==> config.mk <==
export PLATFORM = sky130hd
export DESIGN_NAME = ps2_packet_rx
export DESIGN_NICKNAME = d
export VERILOG_FILES = /design/src/rtl/ps2_pkg.sv /design/src/rtl/ps2_line_filter.sv /design/src/rtl/ps2_packet_rx.sv
export SDC_FILE = /design/constraint.sdc
export NUM_CORES = 1
export LEC_CHECK = 0
export CAP_MARGIN = 25
export CELL_PAD_IN_SITES_DETAIL_PLACEMENT = 0
export CELL_PAD_IN_SITES_GLOBAL_PLACEMENT = 1
export CORE_MARGIN = 1
export CORE_UTILIZATION = 30
export DETAILED_ROUTE_END_ITERATION = 12
export PLACE_DENSITY_LB_ADDON = 0.1
export SETUP_SLACK_MARGIN = 0.02
export SYNTH_ARGS = -nofsm -noshare
export SYNTH_HDL_FRONTEND = slang
export SYNTH_SLANG_ARGS = --single-unit
==> constraint.sdc <==
create_clock -name sys_clk -period 4 [get_ports sys_clk]
set_clock_uncertainty 0.15 [all_clocks]
set_input_delay 0.8 -clock sys_clk [delete_from_list [all_inputs] [get_ports sys_clk]]
set_output_delay 0.8 -clock sys_clk [all_outputs]
set_load 0.01 [all_outputs]
==> src/rtl/ps2_pkg.sv <==
// Shared types and helpers for the PS/2 device-to-host receiver.
package ps2_pkg;

    typedef enum logic [1:0] {IDLE, DATA, PARITY, STOP} ps2_rx_state_t;

    localparam int unsigned PS2_FRAME_BITS = 11;

    // A frame is good when the data byte plus its parity bit hold an odd number of ones.
    function automatic logic odd_parity_ok(input logic [7:0] data, input logic par);
        return ^{data, par};
    endfunction

endpackage

==> src/rtl/ps2_line_filter.sv <==
// Synchroniser, glitch filter and fall detector for the ps2_clk/ps2_data pin pair.
module ps2_line_filter #(
    parameter int unsigned FILTER_LEN = 4
) (
    input  logic sys_clk,
    input  logic sys_rst,
    input  logic ps2_clk,
    input  logic ps2_data,
    output logic data_filt,
    output logic clk_fall
);

    localparam int unsigned CW = (FILTER_LEN > 1) ? $clog2(FILTER_LEN) : 1;

    logic [1:0]    pins_c;
    logic [1:0]    meta;
    logic [1:0]    sync;
    logic [1:0]    filt;
    logic [CW-1:0] cnt [2];

    // Bit 0 carries the clock line, bit 1 the data line.
    assign pins_c    = {ps2_data, ps2_clk};
    assign data_filt = filt[1];

    always_ff @(posedge sys_clk) begin
        if (sys_rst) begin
            meta     <= 2'b11;
            sync     <= 2'b11;
            filt     <= 2'b11;
            cnt[0]   <= '0;
            cnt[1]   <= '0;
            clk_fall <= 1'b0;
        end else begin
            meta     <= pins_c;
            sync     <= meta;
            clk_fall <= 1'b0;
            // A new level is accepted on its FILTER_LEN-th consecutive sample.
            for (int i = 0; i < 2; i++) begin
                if (sync[i] == filt[i]) begin
                    cnt[i] <= '0;
                end else if (cnt[i] == CW'(FILTER_LEN - 1)) begin
                    filt[i] <= sync[i];
                    cnt[i]  <= '0;
                end else begin
                    cnt[i] <= cnt[i] + CW'(1);
                end
            end
            if (sync[0] != filt[0] && cnt[0] == CW'(FILTER_LEN - 1) && filt[0]) begin
                clk_fall <= 1'b1;
            end
        end
    end

endmodule

==> src/rtl/ps2_packet_rx.sv <==
// PS/2 receiver: frame FSM, inter-bit timeout and packet assembler with valid/ready output.
module ps2_packet_rx
    import ps2_pkg::*;
#(
    parameter int unsigned FILTER_LEN  = 4,
    parameter int unsigned PKT_BYTES   = 3,
    parameter int unsigned TIMEOUT_CYC = 5000,
    parameter int unsigned ALIGN_CHECK = 1
) (
    input  logic                   sys_clk,
    input  logic                   sys_rst,
    input  logic                   ps2_clk,
    input  logic                   ps2_data,
    output logic                   byte_valid,
    output logic [7:0]             byte_data,
    output logic                   pkt_valid,
    input  logic                   pkt_ready,
    output logic [8*PKT_BYTES-1:0] pkt_data,
    output logic                   err_parity,
    output logic                   err_frame,
    output logic                   err_timeout,
    output logic                   err_overflow
);

    localparam int unsigned PW  = 8 * PKT_BYTES;
    localparam int unsigned BCW = (PKT_BYTES > 1) ? $clog2(PKT_BYTES) : 1;
    localparam int unsigned TW  = $clog2(TIMEOUT_CYC + 1);

    logic          data_f;
    logic          fall;
    ps2_rx_state_t state;
    logic [2:0]    bitcnt;
    logic [7:0]    shreg;
    logic          par;
    logic [BCW-1:0] bytecnt;
    logic [PW-1:0] asm_buf;
    logic [TW-1:0] tmo;
    logic [PW-1:0] pkt_asm_c;
    logic          tmo_active_c;
    logic          align_drop_c;

    ps2_line_filter #(
        .FILTER_LEN (FILTER_LEN)
    ) u_filter (
        .sys_clk   (sys_clk),
        .sys_rst   (sys_rst),
        .ps2_clk   (ps2_clk),
        .ps2_data  (ps2_data),
        .data_filt (data_f),
        .clk_fall  (fall)
    );

    // Packet buffer with the byte just deframed dropped into slot bytecnt.
    always_comb begin
        pkt_asm_c = asm_buf;
        pkt_asm_c[{bytecnt, 3'b000} +: 8] = shreg;
    end

    assign tmo_active_c = (state != IDLE) || (bytecnt != '0);
    assign align_drop_c = (ALIGN_CHECK != 0) && (bytecnt == '0) && !shreg[3];

    always_ff @(posedge sys_clk) begin
        if (sys_rst) begin
            state        <= IDLE;
            bitcnt       <= '0;
            shreg        <= '0;
            par          <= 1'b0;
            bytecnt      <= '0;
            asm_buf      <= '0;
            tmo          <= '0;
            byte_valid   <= 1'b0;
            byte_data    <= '0;
            pkt_valid    <= 1'b0;
            pkt_data     <= '0;
            err_parity   <= 1'b0;
            err_frame    <= 1'b0;
            err_timeout  <= 1'b0;
            err_overflow <= 1'b0;
        end else begin
            byte_valid   <= 1'b0;
            err_parity   <= 1'b0;
            err_frame    <= 1'b0;
            err_timeout  <= 1'b0;
            err_overflow <= 1'b0;
            if (pkt_valid && pkt_ready) begin
                pkt_valid <= 1'b0;
            end

            if (fall) begin
                // The fall cycle itself counts as the first elapsed cycle.
                tmo <= TW'(1);
                case (state)
                    IDLE: begin
                        if (!data_f) begin
                            state  <= DATA;
                            bitcnt <= '0;
                        end else begin
                            err_frame <= 1'b1;
                            bytecnt   <= '0;
                        end
                    end
                    DATA: begin
                        shreg  <= {data_f, shreg[7:1]};
                        bitcnt <= bitcnt + 3'd1;
                        if (bitcnt == 3'd7) begin
                            state <= PARITY;
                        end
                    end
                    PARITY: begin
                        par   <= data_f;
                        state <= STOP;
                    end
                    STOP: begin
                        state <= IDLE;
                        if (!odd_parity_ok(shreg, par)) begin
                            err_parity <= 1'b1;
                            bytecnt    <= '0;
                        end else if (!data_f) begin
                            err_frame <= 1'b1;
                            bytecnt   <= '0;
                        end else begin
                            byte_valid <= 1'b1;
                            byte_data  <= shreg;
                            if (!align_drop_c) begin
                                if (bytecnt == BCW'(PKT_BYTES - 1)) begin
                                    bytecnt <= '0;
                                    if (!pkt_valid || pkt_ready) begin
                                        pkt_data  <= pkt_asm_c;
                                        pkt_valid <= 1'b1;
                                    end else begin
                                        err_overflow <= 1'b1;
                                    end
                                end else begin
                                    asm_buf <= pkt_asm_c;
                                    bytecnt <= bytecnt + BCW'(1);
                                end
                            end
                        end
                    end
                    default: state <= IDLE;
                endcase
            end else if (tmo_active_c) begin
                if (tmo >= TW'(TIMEOUT_CYC - 1)) begin
                    err_timeout <= 1'b1;
                    state       <= IDLE;
                    bytecnt     <= '0;
                    tmo         <= '0;
                end else begin
                    tmo <= tmo + TW'(1);
                end
            end else begin
                tmo <= '0;
            end
        end
    end

endmodule

==> impl_metrics.tcl <==
set metrics [dict create \
    p_sw_mw 0.418 \
    post_cts_buffers 0 \
    arrival_ns 2.77 \
    numCtsBuffers 9 \
    cts_hold_buf 0 \
    io_pins 43 \
    die_w_um 125 \
    multi_input_area_um2 2250 \
    yosysSeqAreaShare 0.456 \
    rsz0062_at_grt "no" \
    htree_num_levels 3 \
    die_h_um 125 \
    grt_max_degree 53 \
    max_freq_mhz 376 \
    hold_violations 0 \
    area_growth_pct 17.9 \
    drt_iter0_markers 209 \
    ys_seq_elements 102 \
    hp-class "register to register" \
    ir_drop_v 0.000258 \
    clkPwrFrac 0.450 \
    grt_util_met3 0.0471 \
    firstDrtPassIters 9 \
    fp-row-count 44 \
    cap_viol_max_count 0 \
    power_density_nw_per_um2 360 \
    postRouteAntennaNets 0 \
    rr_worst_depth 6 \
    period_share 0.666 \
    regArea_um2 2080 \
    leakage_nw 1.74 \
    path_clk_slew_ns 0.07 \
    overflow 0 \
    initial_core_util 0.310 \
    p_comb_frac 0.018 \
    p_total_mw 1.94 \
    grt_pass1_vias 3629 \
    cts_resized 0 \
    holdWs_ns 0.259 \
    tightest_slew_ns 0.963 \
    die-area_um2 15700 \
    vias 3733 \
    hold_depth 1 \
    synth.area.mux_share 0.00247 \
    avgSynthCellArea_um2 9.13 \
    path_max_fanout 28 \
    core-area_um2 14700 \
    met2_usage 0.242 \
    synth_top_family_by_area "compound AO/OA/AOI/OAI gates" \
    synth_compound_area_frac 0.227 \
    fin_crit_ns 2.66 \
    place_ws_ns 1.35 \
    drive_above_1_share 0.0692 \
    worstSkewPairLatency_ns 0.35 \
    avgViaCountPerCell 5.30 \
    final_max_slew_viol_count 0 \
    worst_setup_path_end_kind "register" \
    fin_ws_ns 1.34 \
    wl_per_cell_um 16.6 \
    port_buffers 42 \
    drc 6 \
    synthArstFlopShare 0 \
    num-nets-final 534 \
    synth_area_um2 4560 \
    synth_xor_area_frac 0.0521 \
    root_buffer "clkbuf_16" \
    seqPwrFrac 0.532 \
    cts.sinks 102 \
    tns_ns 0 \
    hpwl_mm 7.25 \
    fillers 1529 \
    final_util 0.366 \
    swShare 0.216 \
    worstSetupPathType "register to register" \
    synth_edf_count 4 \
    gr-max-usage-layer "met2" \
    synth_ff_type "dfxtp_1" \
    track_usage 0.157 \
    report.final.setup_viol 0 \
    antenna_found_initial 0 \
    cts_tree "built" \
    syn_inst 500 \
    diodes 0 \
    grt_util_met1 0.212 \
    ys_warn_count 0 \
    yosys.area_share.adder 0.0384 \
    failed_checks "design-rule violations" \
    clock_path_buffers 2 \
    ys_types 43 \
    p_int_mw 1.52 \
    synth_simple_gate_area_share 0.168 \
    gp_congestion 0.710 \
    crit_required_ns 4.11 \
    slew_headroom 0.358 \
    grt_pass1_wl_mm 19.4 \
    drt-total-wl_mm 11.7 \
    status "complete, but fails checks" \
    worstSetupStartpointType "register" \
]
==> through the flow <==
stage               std cells  area [um2]
detailed placement        688        5090
global placement          688        5090
CTS                       704        5380
global route              704        5380
floorplan                 503        4570
finish                    704        5380
==> registers in the layout, summed over array words and instances, names as in the netlist <==
| register | flops |
|---|---|
| asm_buf | 24 |
| pkt_data | 24 |
| tmo | 13 |
| byte_data | 8 |
| shreg | 8 |
| u_filter.cnt | 4 |
| bitcnt | 3 |
| bytecnt | 2 |
| state | 2 |
| u_filter.filt | 2 |
| u_filter.meta | 2 |
| u_filter.sync | 2 |
| byte_valid | 1 |
| err_frame | 1 |
| err_overflow | 1 |
| err_parity | 1 |
| err_timeout | 1 |
| par | 1 |
| pkt_valid | 1 |
| u_filter.clk_fall | 1 |
==> placed cells by master (no fill, tap or decap), drive strengths merged, types with 2 or more instances in the layout <==
master,n
ha,14
a311oi,42
or2,4
conb,4
o211ai,4
nand4,3
dfxtp,98
a211o,2
and4,2
nor4,3
clkbuf,9
or3,5
nand3b,2
edfxtp,4
buf,9
inv,10
nand3,24
nor2,27
a211oi,3
xor2,5
o21ai,12
nor2b,37
a21oi,45
clkdlybuf4s50,41
and3,8
a31oi,42
clkinv,5
xnor2,15
nand2b,3
nand2,25
==> critical path, cell delays in order, from the launching register on <==
cell and delay (ns):
dfxtp_1 0.64, xnor2_2 0.13, xnor2_2 0.28, xor3_2 0.70, buf_12 0.26, a31oi_1 0.10
a311oi_1 0.28
==> cell type report <==
| cell class | count | share of cell area |
|---|---|---|
| flip-flops and latches | 102 | 0.387 |
| repair buffers | 50 | 0.0907 |
| multi-input cells | 342 | 0.419 |
| clock inverters | 7 | 0.0121 |
| well taps | 184 | 0.0428 |
| clock buffers | 9 | 0.0419 |
| inverters | 10 | 0.00698 |
==> routing by layer <==
layer | wire (um) | vias up
li1 | - | 1859
met1 | 5700 | 1774
met2 | 5220 | 89
met3 | 603 | 11
met4 | 175 | 0
met5 | 0 | -
==> Yosys cell counts, types with 2 or more instances <==
library cell   n  area share
a211o_1        2      0.0038
a211oi_1       3      0.0049
a21oi_1       45       0.049
a311oi_1      42       0.081
a31oi_1       42       0.058
and3_1         8       0.011
and4_1         2      0.0038
buf_1          4      0.0033
buf_2         11       0.012
buf_4          2      0.0033
clkbuf_1      31       0.026
dfxtp_1       98        0.43
edfxtp_1       4       0.026
ha_1          14       0.038
inv_1         10      0.0082
nand2_1       25       0.021
nand2b_1       3      0.0041
nand3_1       24       0.026
nand3b_1       2      0.0033
nand4_1        3      0.0041
nor2_1        27       0.022
nor2b_1       37       0.051
nor4_1         3      0.0041
o211ai_1       4      0.0066
o21ai_0       12       0.013
or2_2          4      0.0055
or3_1          5      0.0069
xnor2_1       13       0.025
xnor2_2        2      0.0071
xor2_1         5      0.0096
==> kinds of logic (layout without fill, tap and decap cells) <==
logic type,Yosys count,in the layout
AO/OA/AOI/OAI,155,155
XOR/XNOR,22,22
adder cells (fa/ha/maj),14,14
buffers and inverters,59,76
flip-flops,102,102
multiplexers,1,1
other,1,4
AND/OR/NAND/NOR,146,146
==> power groups by stage <==
stage / clock (mW) / sequential, mW / combinational, mW
CTS: 0.905 / 1.03 / 0.0350
global placement: 0 / 1.06 / 0.0344
floorplan: 0 / 1.05 / 0.0246
finish: 0.872 / 1.03 / 0.0349
global route: 0.947 / 1.03 / 0.0397
detailed placement: 0 / 1.06 / 0.0349
==> worst paths after layout <==
check / end / slack (ns) / start
worst min-delay path: u_filter.sync[0] / 0.26 / u_filter.meta[0]
worst max register to register: asm_buf[8] / 1.34 / shreg[4]
worst max-delay path: asm_buf[8] / 1.34 / shreg[4]
worst min register to register: u_filter.sync[0] / 0.26 / u_filter.meta[0]
Note: power is estimated with default switching activity, not from simulation.
